**src/rtl/vector_gates_pkg.sv**
```systemverilog
// Shared constants and helpers for the vector_gates unit and its bench model.
package vector_gates_pkg;

    localparam int VG_DEFAULT_WIDTH = 3;

    // Inverted-operand concatenation at the default width: b in the upper half.
    function automatic logic [2*VG_DEFAULT_WIDTH-1:0] vg_not_concat(
        input logic [VG_DEFAULT_WIDTH-1:0] a,
        input logic [VG_DEFAULT_WIDTH-1:0] b
    );
        return {~b, ~a};
    endfunction

endpackage

```
**src/rtl/vector_gates_core.sv**
```systemverilog
// Combinational core: bitwise OR, logical OR and inverted concatenation of two operands.
module vector_gates_core #(
    parameter int WIDTH = 3
) (
    input  logic [WIDTH-1:0]   in_1,
    input  logic [WIDTH-1:0]   in_2,
    output logic [WIDTH-1:0]   bitw,
    output logic               any_set,
    output logic [2*WIDTH-1:0] not_cat
);

    genvar i;
    generate
        for (i = 0; i < WIDTH; i++) begin : g_bit
            assign bitw[i]          = in_1[i] | in_2[i];
            assign not_cat[i]       = ~in_1[i];
            assign not_cat[WIDTH+i] = ~in_2[i];
        end
    endgenerate

    assign any_set = |bitw;

endmodule

```
**src/rtl/vector_gates.sv**
```systemverilog
// Registered vector-logic unit: one-cycle latency, one result per cycle, no backpressure.
module vector_gates
    import vector_gates_pkg::*;
#(
    parameter int WIDTH = VG_DEFAULT_WIDTH
) (
    input  logic               clk,
    input  logic               rst_n,
    input  logic               in_valid,
    input  logic [WIDTH-1:0]   in_1,
    input  logic [WIDTH-1:0]   in_2,
    output logic               out_valid,
    output logic [WIDTH-1:0]   out_bitw,
    output logic               out_logic,
    output logic [2*WIDTH-1:0] out_not
);

    logic [WIDTH-1:0]   bitw;
    logic               any_set;
    logic [2*WIDTH-1:0] not_cat;

    vector_gates_core #(.WIDTH(WIDTH)) u_core (
        .in_1    (in_1),
        .in_2    (in_2),
        .bitw    (bitw),
        .any_set (any_set),
        .not_cat (not_cat)
    );

    always_ff @(posedge clk or negedge rst_n) begin
        if (!rst_n) begin
            out_valid <= 1'b0;
            out_bitw  <= '0;
            out_logic <= 1'b0;
            out_not   <= '0;
        end else begin
            out_valid <= in_valid;
            // Data registers only load on capture so idle slots keep the last result.
            if (in_valid) begin
                out_bitw  <= bitw;
                out_logic <= any_set;
                out_not   <= not_cat;
            end
        end
    end

endmodule

```
**config.mk**
```make
export PLATFORM = sky130hd
export DESIGN_NAME = vector_gates
export DESIGN_NICKNAME = d
export VERILOG_FILES = /design/src/rtl/vector_gates_pkg.sv /design/src/rtl/vector_gates_core.sv /design/src/rtl/vector_gates.sv
export SDC_FILE = /design/constraint.sdc
export NUM_CORES = 1
export LEC_CHECK = 0
export BUFFER_PORTS_ARGS = -buffer_cell sky130_fd_sc_hd__buf_2
export CORE_AREA = 4 4 41 43
export DETAILED_ROUTE_END_ITERATION = 8
export DIE_AREA = 0 0 45 47
export GPL_TIMING_DRIVEN = 0
export PLACE_DENSITY = 0.64
export SLEW_MARGIN = 0
export SYNTH_ARGS = -nofsm -noshare
export SYNTH_HDL_FRONTEND = slang
export SYNTH_SLANG_ARGS = --single-unit
```
**constraint.sdc**
```tcl
create_clock -name clk -period 0.93 [get_ports clk]
set_input_delay 0.186 -clock clk [delete_from_list [all_inputs] [get_ports clk]]
set_output_delay 0.186 -clock clk [all_outputs]
set_load 0.01 [all_outputs]
```
==> run summary, run 1 <==
Status: finished, violations left
Failing checks: negative setup slack
Core area: 1300 sq um
Nets@finish: 76
Hold Slack: 0.0467 ns
Vias in the first global route: 376
Peak supply drop: 0.721 mV
Hold Path Class: input pin to register
Count leader, synth: dfrtp_1
Synthesized area: 438 sq um
Fmax achieved: 1.02 GHz
WP buf/inv: 1
Placed Cells: 71
Max-cap violations: 0
Largest net degree at the start of global routing: 12
Crit path DAT: 0.79 ns
Critical path launch point type: register
Post-route setup slack: -0.0480 ns
Post-DP Area: 552 sq um
Worst Path Max Fanout: 2
Crit path max-delay family: flip-flops
Die area: 2120 sq um
1st-pass router iterations: 3
Fin crit share: 105%
Slew @ Worst Pin: 0.250 ns
I/O pins: 20
Post-route ant nets: 0
Avg Cell Area, Syn: 11.8 sq um
Starting Density: 33.7%
Flops & latches, synth: 11
Hold Vio Cnt, Final: 0
Die Span X: 45 microns
Clk buf depth: 2
Distinct cells, synth: 9
Register area: 275 sq um
Layout cells sized above 1: 43.9%
First DRT Iteration DRCs: 2
Main synth FF type: dfrtp_1
Layout Skew: 0 ns
Hold_sp: in_valid
Routability cong.: 0.699
Post-DP HPWL: 699 microns
RSZ-0062 raised after global routing: yes
Wire length per cell: 12.0 microns
Final min period: 0.978 ns
Worst-path clk slew: 0.07 ns
Fin util: 48.6%
CP Cell Sequence: buf_6
Total gr overflow: 0
Fin area: 632 sq um
CTS tree: built
Synth Instances: 37
Synth area leaders: dfrtp_1 63%, mux2i_1 14%, nor2_1 6.0%
Slew margin rel.: 83.1%
PwrDens: 1660 nW/um^2
Synth Net Count: 46
Input/output buffers: 19
Synth warnings: 0
Routed WL: 972 microns
Slowest CP cell: dfrtp_1
Multi-input gate area: 114 sq um
Die height: 47 microns
Total GRT Usage: 10.8%
Antenna diode count: 0
Fin cells: 81
Leak Pwr: 0.000334 uW
Commonest cells post-synth: 11 x dfrtp_1, 7 x nor2_1, 6 x inv_1, 6 x mux2i_1, 3 x a21oi_1
Top cell type's share of synthesized area: 62.9%
DR vias/cell: 4.48
Total clock sinks: 11
Fill cell count: 145
Post-synth EDFFs: 0
Synthesis-to-layout area growth: 44.3%
Slew Limit Fails: 0
First-pass GRT wire length: 1.59 mm
# setup viols final: 11
Post-synth ARST share: 100%
CP max stage delay: 0.40 ns
H-tree levels: 1
Cts bufs inserted: 3
Pwr Total: 1050 uW
Worst Setup SP: out_not[4]
Critical path endpoint category: output pin
Row cnt: 13
Critical R2R Launch: out_logic
DR DRC count: 0
Via count: 363
Initial antenna violation count: 0
CTS root buf: clkbuf_4
Critical path class: register to output pin
Sequential share of the synthesized area: 62.9%
Critical Path RT: 0.74 ns
Leading area contributor after synthesis: dfrtp_1
Clock Latency Late Sink: 0.27 ns
==> final timing paths <==
kind	to	cells past startpoint	slack (ns)
setup / recovery	out_not[4]	1	-0.05
setup reg to reg	out_logic	4	0.06
hold / removal	out_valid	1	0.05
min in group asynchronous	out_bitw[2]	2	0.31
hold reg to reg	out_not[1]	2	0.52
max in group asynchronous	out_valid	2	0.41
==> cells in the final DEF, fill, tap and decap left out <==
cell	count
nor2_1	7
buf_8	1
clkbuf_4	3
clkbuf_1	1
dlygate4sd3_1	1
buf_6	2
inv_1	6
a21oi_1	3
a31oi_1	1
mux2i_1	6
dfrtp_1	11
buf_2	18
buf_4	5
nor4_1	1
==> routing by layer <==
layer / wire length, microns / share of wire (%) / global-route usage, % / vias to the layer above
met5: 0 / 0 / 0 / -
met2: 440 / 45 / 17.2 / 16
li1: - / - / - / 175
met4: 25 / 2.6 / 7.02 / 0
met3: 84 / 8.6 / 3.07 / 3
met1: 423 / 44 / 12.6 / 169
==> state kept, by name, indices dropped and copies added, names as in the netlist <==
name	count
out_bitw	3
out_logic	1
out_valid	1
out_not	6
==> logic make-up (layout without fill, tap and decap cells) <==
logic type | after synthesis | after routing | synth area share, %
AND/OR/NAND/NOR | 8 | 8 | 7.43
multiplexers | 6 | 6 | 13.7
flip-flops | 11 | 11 | 62.9
buffers and inverters | 8 | 37 | 11.1
AO/OA/AOI/OAI | 4 | 4 | 4.86
==> where the power goes <==
| part | total [uW] | switching, uW | internal, uW |
|---|---|---|---|
| logic | 188 | 91.8 | 95.9 |
| clock network | 321 | 155 | 166 |
| registers | 537 | 19.5 | 517 |
==> cell type report <==
type | count | share of cell area (%)
buffer | 2 | 4.16
clock buffer | 4 | 4.16
inverter | 6 | 3.56
multi-input combinational | 18 | 18.0
sequential | 11 | 43.6
tap | 15 | 2.97
timing repair buffer | 25 | 23.6
==> repair_timing <==
action | CTS | global route
gates resized for setup | 0 | 1
endpoints found under the setup margin | 11 | 11
hold buffers | 1 | 0
hold endpoints to repair | 11 | 0
buffers inserted | 2 | 3
==> metrics by stage <==
stage	setup TNS, ns	worst slack (ns)
final	-0.403	-0.0480
after global routing	-0.723	-0.0801
after CTS	-0.522	-0.0558
after detailed placement	0	0.0690
after global placement	0	0.0942
after floorplan	0	0.256
Power figures use the tool's default switching activity.
==> run 2, diff against run 1 <==
--- a/config.mk
+++ b/config.mk
@@ -10,7 +10,7 @@
 export DETAILED_ROUTE_END_ITERATION = 8
 export DIE_AREA = 0 0 45 47
 export GPL_TIMING_DRIVEN = 0
-export PLACE_DENSITY = 0.64
+export PLACE_DENSITY = 0.66
 export SLEW_MARGIN = 0
 export SYNTH_ARGS = -nofsm -noshare
 export SYNTH_HDL_FRONTEND = slang
==> constraint.sdc (replaced) <==
create_clock -name clk -period 0.83 [get_ports clk]
set_input_delay 0.166 -clock clk [delete_from_list [all_inputs] [get_ports clk]]
set_output_delay 0.166 -clock clk [all_outputs]
set_load 0.01 [all_outputs]
==> run summary, run 2 (synthesis gave the netlist of run 1 again) <==
Failing checks: negative setup slack (unchanged)
Critical path class: register to output pin (unchanged)
Hold Vio Cnt, Final: 0 (unchanged)
Post-DP HPWL: 663 microns (was 699 microns)
Layout Skew: 0 ns (unchanged)
Final min period: 0.941 ns
Wire length per cell: 11.6 microns (was 12.0 microns)
I/O pins: 20 (unchanged)
Post-Place Worst Slack: 0.0119 ns (was 0.0690 ns)
Fill cell count: 143 (was 145)
Critical Path RT: 0.66 ns (was 0.74 ns)
Routed WL: 892 microns (was 972 microns)
Post-CTS sizing: 0 (unchanged)
Fin cells: 77 (was 81)
Largest net degree at the start of global routing: 12 (unchanged)
Die Span X: 45 microns (unchanged)
Peak supply drop: 0.854 mV (was 0.721 mV)
First-pass GRT wire length: 1.48 mm (was 1.59 mm)
DR DRC count: 0 (unchanged)
Post-route ant nets: 0 (unchanged)
Max-cap violations: 0 (unchanged)
Crit path DAT: 0.78 ns (was 0.79 ns)
Leak Pwr: 0.000314 uW (was 0.000334 uW)
Hold Path Class: input pin to register (unchanged)
CP max stage delay: 0.38 ns (was 0.40 ns)
Nets@finish: 72 (was 76)
Total clock sinks: 11 (unchanged)
Clock Latency Late Sink: 0.25 ns (was 0.27 ns)
Critical path endpoint category: output pin (unchanged)
DR vias/cell: 4.30 (was 4.48)
Post-route setup slack: -0.111 ns (was -0.0480 ns)
Layout cells sized above 1: 40.3% (was 43.9%)
H-tree levels: 1 (unchanged)
Biggest register: out_not (unchanged)
Total gr overflow: 0 (unchanged)
Vias in the first global route: 359 (was 376)
Cts bufs inserted: 3 (unchanged)
Commonest non-fill, non-tap cell in the layout: buf_2 (unchanged)
Die area: 2120 sq um (unchanged)
Slew @ Worst Pin: 0.307 ns (was 0.250 ns)
Placed Cells: 71 (unchanged)
WP buf/inv: 1 (unchanged)
Crit path max-delay family: flip-flops (unchanged)
Total GRT Usage: 10.1% (was 10.8%)
First DRT Iteration DRCs: 5 (was 2)
Input/output buffers: 19 (unchanged)
Slowest CP cell: dfrtp_1 (unchanged)
CP Cell Sequence: buf_2 (was buf_6)
Setup TNS: -1.13 ns (was -0.403 ns)
Synthesis-to-layout area growth: 36.0% (was 44.3%)
Slew Limit Fails: 0 (unchanged)
Via count: 331 (was 363)
Antenna diode count: 0 (unchanged)
PwrDens: 1910 nW/um^2 (was 1660 nW/um^2)
RSZ-0062 raised after global routing: yes (unchanged)
Initial antenna violation count: 0 (unchanged)
CTS tree: built (unchanged)
# setup viols final: 11 (unchanged)
Largest registers: out_not: 6 flops, out_bitw: 3 flops (unchanged)
1st-pass router iterations: 4 (was 3)
CTS root buf: clkbuf_4 (unchanged)
Max reg flops: 6 (unchanged)
Worst Path Max Fanout: 2 (unchanged)
Post-DP Area: 552 sq um (unchanged)
Slew margin rel.: 79.4% (was 83.1%)
Worst-path clk slew: 0.07 ns (about the same)
Fmax achieved: 1.06 GHz
Fin crit share: 113%
Clk buf depth: 2 (unchanged)
Row cnt: 13 (unchanged)
Critical path launch point type: register (unchanged)
Status: finished, violations left (unchanged)
Die height: 47 microns (unchanged)
Most frequent cells in the layout: 19 x buf_2, 11 x dfrtp_1, 7 x nor2_1, 6 x inv_1, 6 x mux2i_1 (was 18 x buf_2, 11 x dfrtp_1, 7 x nor2_1, 6 x inv_1, 6 x mux2i_1)
Starting Density: 33.7% (unchanged)
Core area: 1300 sq um (unchanged)
Reg-to-reg slack, setup: 0.12 ns (was 0.06 ns)
Routability cong.: 0.662 (was 0.699)
Fin area: 596 sq um (was 632 sq um)
## run 2: cell count changes in the layout (fill, tap and decap cells not counted)
| cell | before | now |
|---|---|---|
| buf_2 | 18 | 19 |
| buf_4 | 5 | 1 |
| buf_6 | 2 | 1 |
## run 2: repair_timing
action                     in CTS  in global routing
hold buffers                    1                  0
hold endpoints to repair       11                  0
pin swaps                       0                  0
setup endpoints to repair      11                 11
buffers inserted                0                  1
## run 2: through the flow
stage	hold slack (ns)	power, uW	utilization (%)
floorplan	-0.130	699	-
global placement	0.0447	786	42.4
detailed placement	0.0496	791	42.4
CTS	0.0333	1150	45.2
global route	0.0239	1220	45.8
finish	0.0396	1140	45.8
## run 2: routing by layer
layer / wire length (microns) / global-route usage (%) / share of wire (%) / vias up
met4: 0 / 5.26 / 0 / 0
met2: 426 / 16.7 / 48 / 10
met1: 403 / 11.6 / 45 / 154
li1: - / - / - / 167
met5: 0 / 0 / 0 / -
met3: 62 / 3.45 / 7.0 / 0
## run 2: cell type report
class | count | area, sq um | share of cell area (%)
clock buffers | 4 | 26.3 | 4.41
multi-input cells | 18 | 114 | 19.1
inverters | 6 | 22.5 | 3.78
flip-flops and latches | 11 | 275 | 46.2
repair buffers | 21 | 113 | 18.9
plain buffers | 2 | 26.3 | 4.41
well taps | 15 | 18.8 | 3.15
## run 2: worst paths after layout
kind | end | cells after the start | startpoint
worst min-delay path | out_valid | 1 | in_valid
min in group asynchronous | out_not[2] | 2 | rst_n
worst max-delay path | out_not[2] | 1 | out_not[2]
worst min register to register | out_not[5] | 2 | out_not[5]
worst max register to register | out_not[0] | 3 | out_not[0]
max in group asynchronous | out_valid | 2 | rst_n
## run 2: where the power goes
group	switching, uW	internal (uW)
combinational	98.4	90.4
sequential	19.6	580
clock	163	185
total	281	855
